`config.mk`:
```
export PLATFORM = sky130hd
export DESIGN_NAME = uart_sync_fifo
export DESIGN_NICKNAME = d
export VERILOG_FILES = /design/src/rtl/uart_sync_fifo_pkg.sv /design/src/rtl/uart_fifo_ram.sv /design/src/rtl/uart_sync_fifo.sv
export SDC_FILE = /design/constraint.sdc
export NUM_CORES = 2
export LEC_CHECK = 0
export ABC_AREA = 1
export ABC_CLOCK_PERIOD_IN_PS = 5500
export CAP_MARGIN = 0
export CORE_MARGIN = 3
export CORE_UTILIZATION = 60
export CTS_CLUSTER_DIAMETER = 80
export DETAILED_ROUTE_END_ITERATION = 8
export DONT_BUFFER_PORTS = 1
export PLACE_DENSITY = 0.76
export SYNTH_ARGS = -nofsm -noshare
export SYNTH_HDL_FRONTEND = slang
export SYNTH_SLANG_ARGS = --single-unit
```
`constraint.sdc`:
```
create_clock -name clock -period 5.5 [get_ports clock]
set_input_delay 1.1 -clock clock [delete_from_list [all_inputs] [get_ports clock]]
set_output_delay 1.1 -clock clock [all_outputs]
set_load 0.01 [all_outputs]
```
`src/rtl/uart_sync_fifo_pkg.sv`:
```
// Shared sizing constants for the UART synchronous FIFO and its RAM.
package uart_sync_fifo_pkg;

    localparam int unsigned FIFO_WIDTH_DEF = 8;
    localparam int unsigned FIFO_BITS_DEF  = 8;
    localparam int unsigned FIFO_DEPTH     = 256;

    // Number of RAM words addressed by a pointer of the given width.
    function automatic int unsigned depth_of(input int unsigned bits);
        return 32'd1 << bits;
    endfunction

endpackage

```
`src/rtl/uart_fifo_ram.sv`:
```
// Inferred simple dual-port RAM: one write port, one registered read port, one clock.
module uart_fifo_ram
    import uart_sync_fifo_pkg::*;
#(
    parameter int unsigned DATA_W = FIFO_WIDTH_DEF,
    parameter int unsigned ADDR_W = FIFO_BITS_DEF
) (
    input  logic              clock,
    input  logic              wr_en_i,
    input  logic [ADDR_W-1:0] wr_addr_i,
    input  logic [DATA_W-1:0] wr_data_i,
    input  logic              rd_en_i,
    input  logic [ADDR_W-1:0] rd_addr_i,
    output logic [DATA_W-1:0] rd_data_o
);

    localparam int unsigned DEPTH = depth_of(ADDR_W);

    logic [DATA_W-1:0] mem_q [DEPTH];
    logic [DATA_W-1:0] rd_data_q;

    // No reset on the array or read register so the tools can map this to block RAM.
    always_ff @(posedge clock) begin
        if (wr_en_i) begin
            mem_q[wr_addr_i] <= wr_data_i;
        end
        if (rd_en_i) begin
            rd_data_q <= mem_q[rd_addr_i];
        end
    end

    assign rd_data_o = rd_data_q;

endmodule

```
`src/rtl/uart_sync_fifo.sv`:
```
// Synchronous ring-buffer FIFO (255 usable entries) with full/empty/half flags
// and a two-edge registered read path.
module uart_sync_fifo
    import uart_sync_fifo_pkg::*;
#(
    parameter int unsigned              FIFO_WIDTH = FIFO_WIDTH_DEF,
    parameter int unsigned              FIFO_BITS  = FIFO_BITS_DEF,
    parameter logic [FIFO_BITS-1:0]     LEVEL      = FIFO_BITS'(128)
) (
    input  logic                  clock,
    input  logic                  reset_n,
    input  logic [FIFO_WIDTH-1:0] data_in,
    input  logic                  write_n,
    input  logic                  read_n,
    output logic [FIFO_WIDTH-1:0] data_out,
    output logic                  full,
    output logic                  empty,
    output logic                  half
);

    logic [FIFO_BITS-1:0]  wr_ptr_q, wr_ptr_d;
    logic [FIFO_BITS-1:0]  rd_ptr_q, rd_ptr_d;
    logic [FIFO_BITS-1:0]  count_q,  count_d;
    logic                  read_hold_q;
    logic [FIFO_WIDTH-1:0] data_out_q;
    logic [FIFO_WIDTH-1:0] ram_rd_data;
    logic                  wr_acc;
    logic                  rd_acc;

    // Flags decode the registered count directly.
    assign full  = (count_q == {FIFO_BITS{1'b1}});
    assign empty = (count_q == '0);
    assign half  = (count_q >= LEVEL);

    // A full FIFO still takes a write when a read frees a slot in the same cycle.
    assign rd_acc = ~read_n & ~empty;
    assign wr_acc = ~write_n & (~full | rd_acc);

    always_comb begin
        wr_ptr_d = wr_ptr_q;
        rd_ptr_d = rd_ptr_q;
        count_d  = count_q;
        if (wr_acc) begin
            wr_ptr_d = wr_ptr_q + FIFO_BITS'(1);
        end
        if (rd_acc) begin
            rd_ptr_d = rd_ptr_q + FIFO_BITS'(1);
        end
        case ({wr_acc, rd_acc})
            2'b10:   count_d = count_q + FIFO_BITS'(1);
            2'b01:   count_d = count_q - FIFO_BITS'(1);
            default: count_d = count_q;
        endcase
    end

    always_ff @(posedge clock or negedge reset_n) begin
        if (!reset_n) begin
            wr_ptr_q    <= '0;
            rd_ptr_q    <= '0;
            count_q     <= '0;
            read_hold_q <= 1'b0;
            data_out_q  <= '0;
        end else begin
            wr_ptr_q    <= wr_ptr_d;
            rd_ptr_q    <= rd_ptr_d;
            count_q     <= count_d;
            read_hold_q <= rd_acc;
            if (read_hold_q) begin
                data_out_q <= ram_rd_data;
            end
        end
    end

    assign data_out = data_out_q;

    uart_fifo_ram #(
        .DATA_W (FIFO_WIDTH),
        .ADDR_W (FIFO_BITS)
    ) u_ram (
        .clock     (clock),
        .wr_en_i   (wr_acc),
        .wr_addr_i (wr_ptr_q),
        .wr_data_i (data_in),
        .rd_en_i   (rd_acc),
        .rd_addr_i (rd_ptr_q),
        .rd_data_o (ram_rd_data)
    );

endmodule

```
* After elaboration in Yosys (flattened, before gate mapping)
Memory sizes are Yosys's and may differ from the RTL's. A register that Yosys moved wholly into a read port is not among the register bits.
Cells that the tools add are included.
** Storage, ports and cells
- Register bits :: 33
- Bits in writable memories :: 2048
- Input port bits :: 12
- Output and inout bits :: 11
- Logic and storage cells :: 26
- Memories :: 1
** Operators by class
- Add/sub/neg operators :: 4
- $lt $le $gt $ge :: 1
- Equal/unequal tests :: 3
- Muxes and demuxes :: 3
- Bitwise gates (word level) :: 7
- Reductions and logical operators :: 2
** Memories
- u_ram.mem_q :: words 256, width 8, read ports 1, clocked after Yosys merged registers in 1, write ports 1, RTL line uart_fifo_ram.sv:19 : logic [DATA_W-1:0] mem_q [DEPTH];
** Operators by type and width (number)
- $add A8 B1 Y8 const B :: 3
- $pmux W8 S2 :: 1
- $eq A8 B8 Y1 const B :: 1
- $ge A8 B8 Y1 const B :: 1
- $logic_not A8 Y1 :: 1
- $sub A8 B1 Y8 const B :: 1
- $not A1 Y1 :: 4
- $and A1 B1 Y1 :: 2
- $eq A2 B1 Y1 const B :: 1
- $eq A2 B2 Y1 const B :: 1
- $mux W1 :: 2
- $reduce_bool A2 Y1 :: 1
- $or A1 B1 Y1 :: 1

* Logic depth before layout (Yosys ltp)
- Depth in word-level cells :: 7
- Mapped depth :: 19
- Mapped depth without buffers :: 16

* Hierarchy
From an unflattened synthesis, not the netlist that was laid out.
** Second synthesis, totals
- Cells, all modules :: 7207
- Area, all modules :: 85329.3 µm²
** By module, submodules not included
- uart_fifo_ram :: times used 1, cells each 7003, area an instance 83476.3 µm², seq. area each 61739.2 µm²
- uart_sync_fifo :: times used 1, cells each 204, area an instance 1853.0 µm², seq. area each 825.8 µm²

* Least setup slack after synthesis
Ideal clock, no wire load.
- Path kind :: input to register
- From :: in read_n
- To :: mem u_ram.mem_q[191][0] (netlist name), enable pin
- Setup time :: 0.395 ns
- Arrival time :: 2.768 ns
- Required time :: 5.105 ns
- Path slack :: 2.338 ns
- Stages :: 7
- Path buffers :: 0
- Path through :: nor2_4 > inv_2 > nand2_1 > nand2_2 > nor2_4 > nand2_1 > nor4_1
** Between the ends
- Longest elaborated chain between the ends :: 6
** Ends and longest elaborated chain
- start, declared :: RTL line uart_sync_fifo.sv:14 : input logic read_n,
- $not A1 Y1 :: RTL line uart_sync_fifo.sv:36 : assign rd_acc = ~read_n & ~empty;
- $and A1 B1 Y1 :: RTL line uart_sync_fifo.sv:36
- $or A1 B1 Y1 :: RTL line uart_sync_fifo.sv:37 : assign wr_acc = ~write_n & (~full | rd_acc);
- $and A1 B1 Y1 :: RTL line uart_sync_fifo.sv:37
- $mux W1 :: RTL line uart_fifo_ram.sv:24 : if (wr_en_i) begin
- $mux W1 (not written as such) :: RTL line uart_fifo_ram.sv:25 : mem_q[wr_addr_i] <= wr_data_i;
- end, declared :: RTL line uart_fifo_ram.sv:19
No other way between the ends.

==> impl_metrics.csv <==
group,metric,value,unit
die,row_count,139,
worst_setup_path,critPathMaxFanout,122,
timing,layout_min_cycle_time,3.90,ns
yosys,ys_seq_area_frac,0.714,
status,outcome,"finished, final reports clean",
layout,nFillCells,10300,
pwr,leakage,34.8,nW
yosys,yosysWarnings,0,
timing,hold_viol_final,0,
die,initial_core_util,0.607,
die,die-area,151000,um^2
yosys,synth.distinct_cells,34,
yosys,netlist_area,87600,um^2
timing,finalMaxSlewViolations,0,
yosys,synth_xor_area_frac,0.00180,
worst_setup_path,reg2reg_depth,13,
worst_setup_path,required,6.21,ns
global_route,grt_pass1_vias,56100,
global_route,grt_max_degree,257,
place,dpl_cell_area,88400,um^2
yosys,synth_top_family_by_area,"simple AND/OR/NAND/NOR gates",
pwr,power_density,501,nW/um^2
hold_path,hold_path.class,"input port to async pin",
drt,drt-pass1-iter-count,8,
timing,fin_skew,0.0337,ns
layout,fin_area,94700,um^2
cts,cts_buffer_depth,3,
worst_setup_path,worst_setup_path_end_kind,"flip-flop",
die,fp.dieW,388,um
yosys,postSynthNetCount,7939,
yosys,synth_fa_ha_area_frac,0.00180,
cts,cts_made_buffers,196,
timing,fin_tns_setup,0,ns
worst_setup_path,crit_type,"flip-flop to flip-flop",
yosys,synth_simple_gate_area_share,0.175,
worst_setup_path,worstSetupStartpointType,"flip-flop",
yosys,synth_compound_area_frac,0.0559,
drt,drt_iter0_markers,8097,
global_route,overflow,0,
cts,clkLatencyLatePin,0.84,ns
global_route,grt_use_total,0.296,
layout,final_cells,9791,
place,routabilityCongestion,0.907,
die,die_h,388,um
cts,cts_tree,"built",
cts,clock-sinks,2089,
die,ios,23,
timing,max_slew.worst_pin.slew,1.47,ns
drt,drc_errors,0,
timing,max_freq,0.257,GHz
drt,drtAntennaViolNets,0,
timing,period_share,0.709,
cts,h-tree-depth,4,
drt,wire_per_inst,23.1,um
die,coreArea,144000,um^2
layout,fin_nets,7750,
timing,relSlewSlack,0.0167,
drt,drt_wl_total,226,mm
timing,rsz0062_at_grt,"no",
cts,clk_pin_slew,0.06,ns
global_route,antenna_found_initial,5,
yosys,syn_avg_cell_area,11.1,um^2
drt,vias,58700,
drt,avgViaCountPerCell,5.99,
yosys,muxShareOfSynthArea,0.00103,
yosys,netlist_instances,7915,
flow_run,maxCapViolCount,0,
worst_setup_path,critPathArrivalTime,4.61,ns
layout,syn_to_final_growth,8.10,%
place,numPlacedInstances,9430,
pwr,max-vdd-ir-drop,0.649,mV
yosys,ys_ff_latch,2089,
cts,root_buffer,"clkbuf_16",
global_route,grt_pass1_wl,338,mm
layout,drive_gt1_frac,0.0487,
timing,setup_violations,0,
worst_setup_path,rrSetupSlack,1.60,ns
place,port_buffers,0,
place,dpl.hpwl,122,mm
worst max-delay path, stage by stage, from the launching register on:
cell and delay, ns:
dfrtp_4 0.73, inv_8 0.66, buf_12 0.48, buf_4 0.34, o21ai_0 0.13, o21ai_1 0.26
nand2_1 0.08, nand2_1 0.08, inv_1 0.04, a21oi_1 0.40, nor2_1 0.19, nand2_1 0.13
nand3_1 0.11, nand2_1 0.09
layout make-up:
class	instances	area, um^2	share of cell area
Antenna cell	1	2.50	0.0000264
Clock buffer	238	5130	0.0541
Clock inverter	121	1140	0.0121
Inverter	547	2080	0.0220
Multi-Input combinational cell	4814	20700	0.218
Sequential cell	2089	62600	0.661
Tap cell	1903	2380	0.0251
Timing Repair Buffer	78	748	0.00790
metrics by stage:
step / hold WS [ns] / setup slack [ns] / utilization / power [W]
final: 0.111 / 1.60 / 0.656 / 0.0475
after global routing: 0.0990 / 1.50 / 0.656 / 0.0495
after CTS: 0.0631 / 1.60 / 0.656 / 0.0471
after detailed placement: 0.464 / 1.62 / 0.613 / 0.0340
after global placement: 0.457 / 1.63 / 0.613 / 0.0337
after floorplan: 0.454 / 2.34 / - / 0.0292
cells by family (layout without fill, tap and decap cells):
group | count (synthesis) | count (layout)
buffers and inverters | 1012 | 984
other | 0 | 1
XOR/XNOR | 18 | 18
AO/OA/AOI/OAI | 901 | 901
multiplexers | 8 | 8
flip-flops | 2089 | 2089
AND/OR/NAND/NOR | 3875 | 3875
adder cells (fa/ha/maj) | 12 | 12
layout by cell type (no fill, tap or decap), types with 3 or more instances in the layout:
cell type,instances
nand3_2,6
clkinvlp_4,4
clkinv_1,55
o211ai_1,154
nand2_1,1904
o21ai_1,70
nand4_4,3
nand2_2,3
dfrtp_4,3
inv_1,535
ha_1,11
dfrtp_1,30
clkbuf_16,199
nand4_1,10
nor2_1,1410
nor3_1,4
clkbuf_1,39
inv_6,3
edfxtp_1,2056
a21oi_1,101
buf_4,65
buf_12,13
inv_16,6
nor2_4,3
bufinv_16,17
inv_4,3
mux2_2,8
xor2_1,17
o21ai_0,575
nand3_1,529
clkinv_2,37
power by group:
| part | internal [W] | switching [W] |
|---|---|---|
| clock network | 0.00745 | 0.00584 |
| logic | 0.00415 | 0.0117 |
| registers | 0.0178 | 0.000540 |
| total | 0.0294 | 0.0181 |
what timing repair did:
action / CTS / global route
buffers inserted: 0 / 0
hold buffers: 1 / 0
endpoints found under the hold margin: 33 / 0
gates resized for setup: 0 / 0
final timing paths:
kind	end	from
worst max register to register	u_ram.rd_data_o[1]$_DFFE_PN_	rd_ptr_q[1]$_DFFE_PN0N_
worst max-delay path	u_ram.rd_data_o[1]$_DFFE_PN_	rd_ptr_q[1]$_DFFE_PN0N_
worst min register to register	data_out[5]$_DFFE_PN0P_	u_ram.rd_data_o[5]$_DFFE_PN_
min in group clock	u_ram.mem_q[17][0]$_DFFE_PP_	data_in[0]
max in group asynchronous	rd_ptr_q[2]$_DFFE_PN0N_	reset_n
worst min-delay path	count_q[5]$_DFFE_PN0P_	reset_n
flip-flops by register name (all words and copies together) (netlist names):
name             count
rd_ptr_q             8
u_ram.rd_data_o      8
u_ram.mem_q       2048
read_hold_q          1
wr_ptr_q             8
data_out             8
count_q              8
metal layers:
metal | GRT usage | part of all wire
met5 | 0 | 0.000053
met1 | 0.400 | 0.37
met4 | 0.139 | 0.048
met3 | 0.0643 | 0.12
met2 | 0.465 | 0.46
synthesized netlist by cell type:
library cell	count	share of area
buf_12	2	0.00046
o21ai_1	70	0.0040
a21oi_1	101	0.0058
dfrtp_1	33	0.0094
inv_4	1	0.000071
nand2_2	1	0.000071
ha_1	11	0.0016
nor3_1	4	0.00023
buf_4	66	0.0057
nand3_1	532	0.030
nand4_1	10	0.00071
edfxtp_1	2056	0.70
xor2_1	17	0.0017
mux2_2	8	0.0010
clkbuf_1	188	0.0081
nand4_4	3	0.00073
o21ai_0	575	0.033
buf_6	28	0.0036
buf_1	70	0.0030
nand3_2	3	0.00034
inv_1	537	0.023
o211ai_1	154	0.013
or2_2	1	0.000071
inv_2	4	0.00017
nor2_1	1411	0.060
nor2_4	2	0.00026
nor4_1	1	0.000071
a31oi_1	1	0.000071
nor3_2	1	0.00011
buf_2	111	0.0063
nand2_1	1906	0.082
clkinv_1	5	0.00021
fa_1	1	0.00023
xnor2_1	1	0.00010
Power figures use the tool's default switching activity.
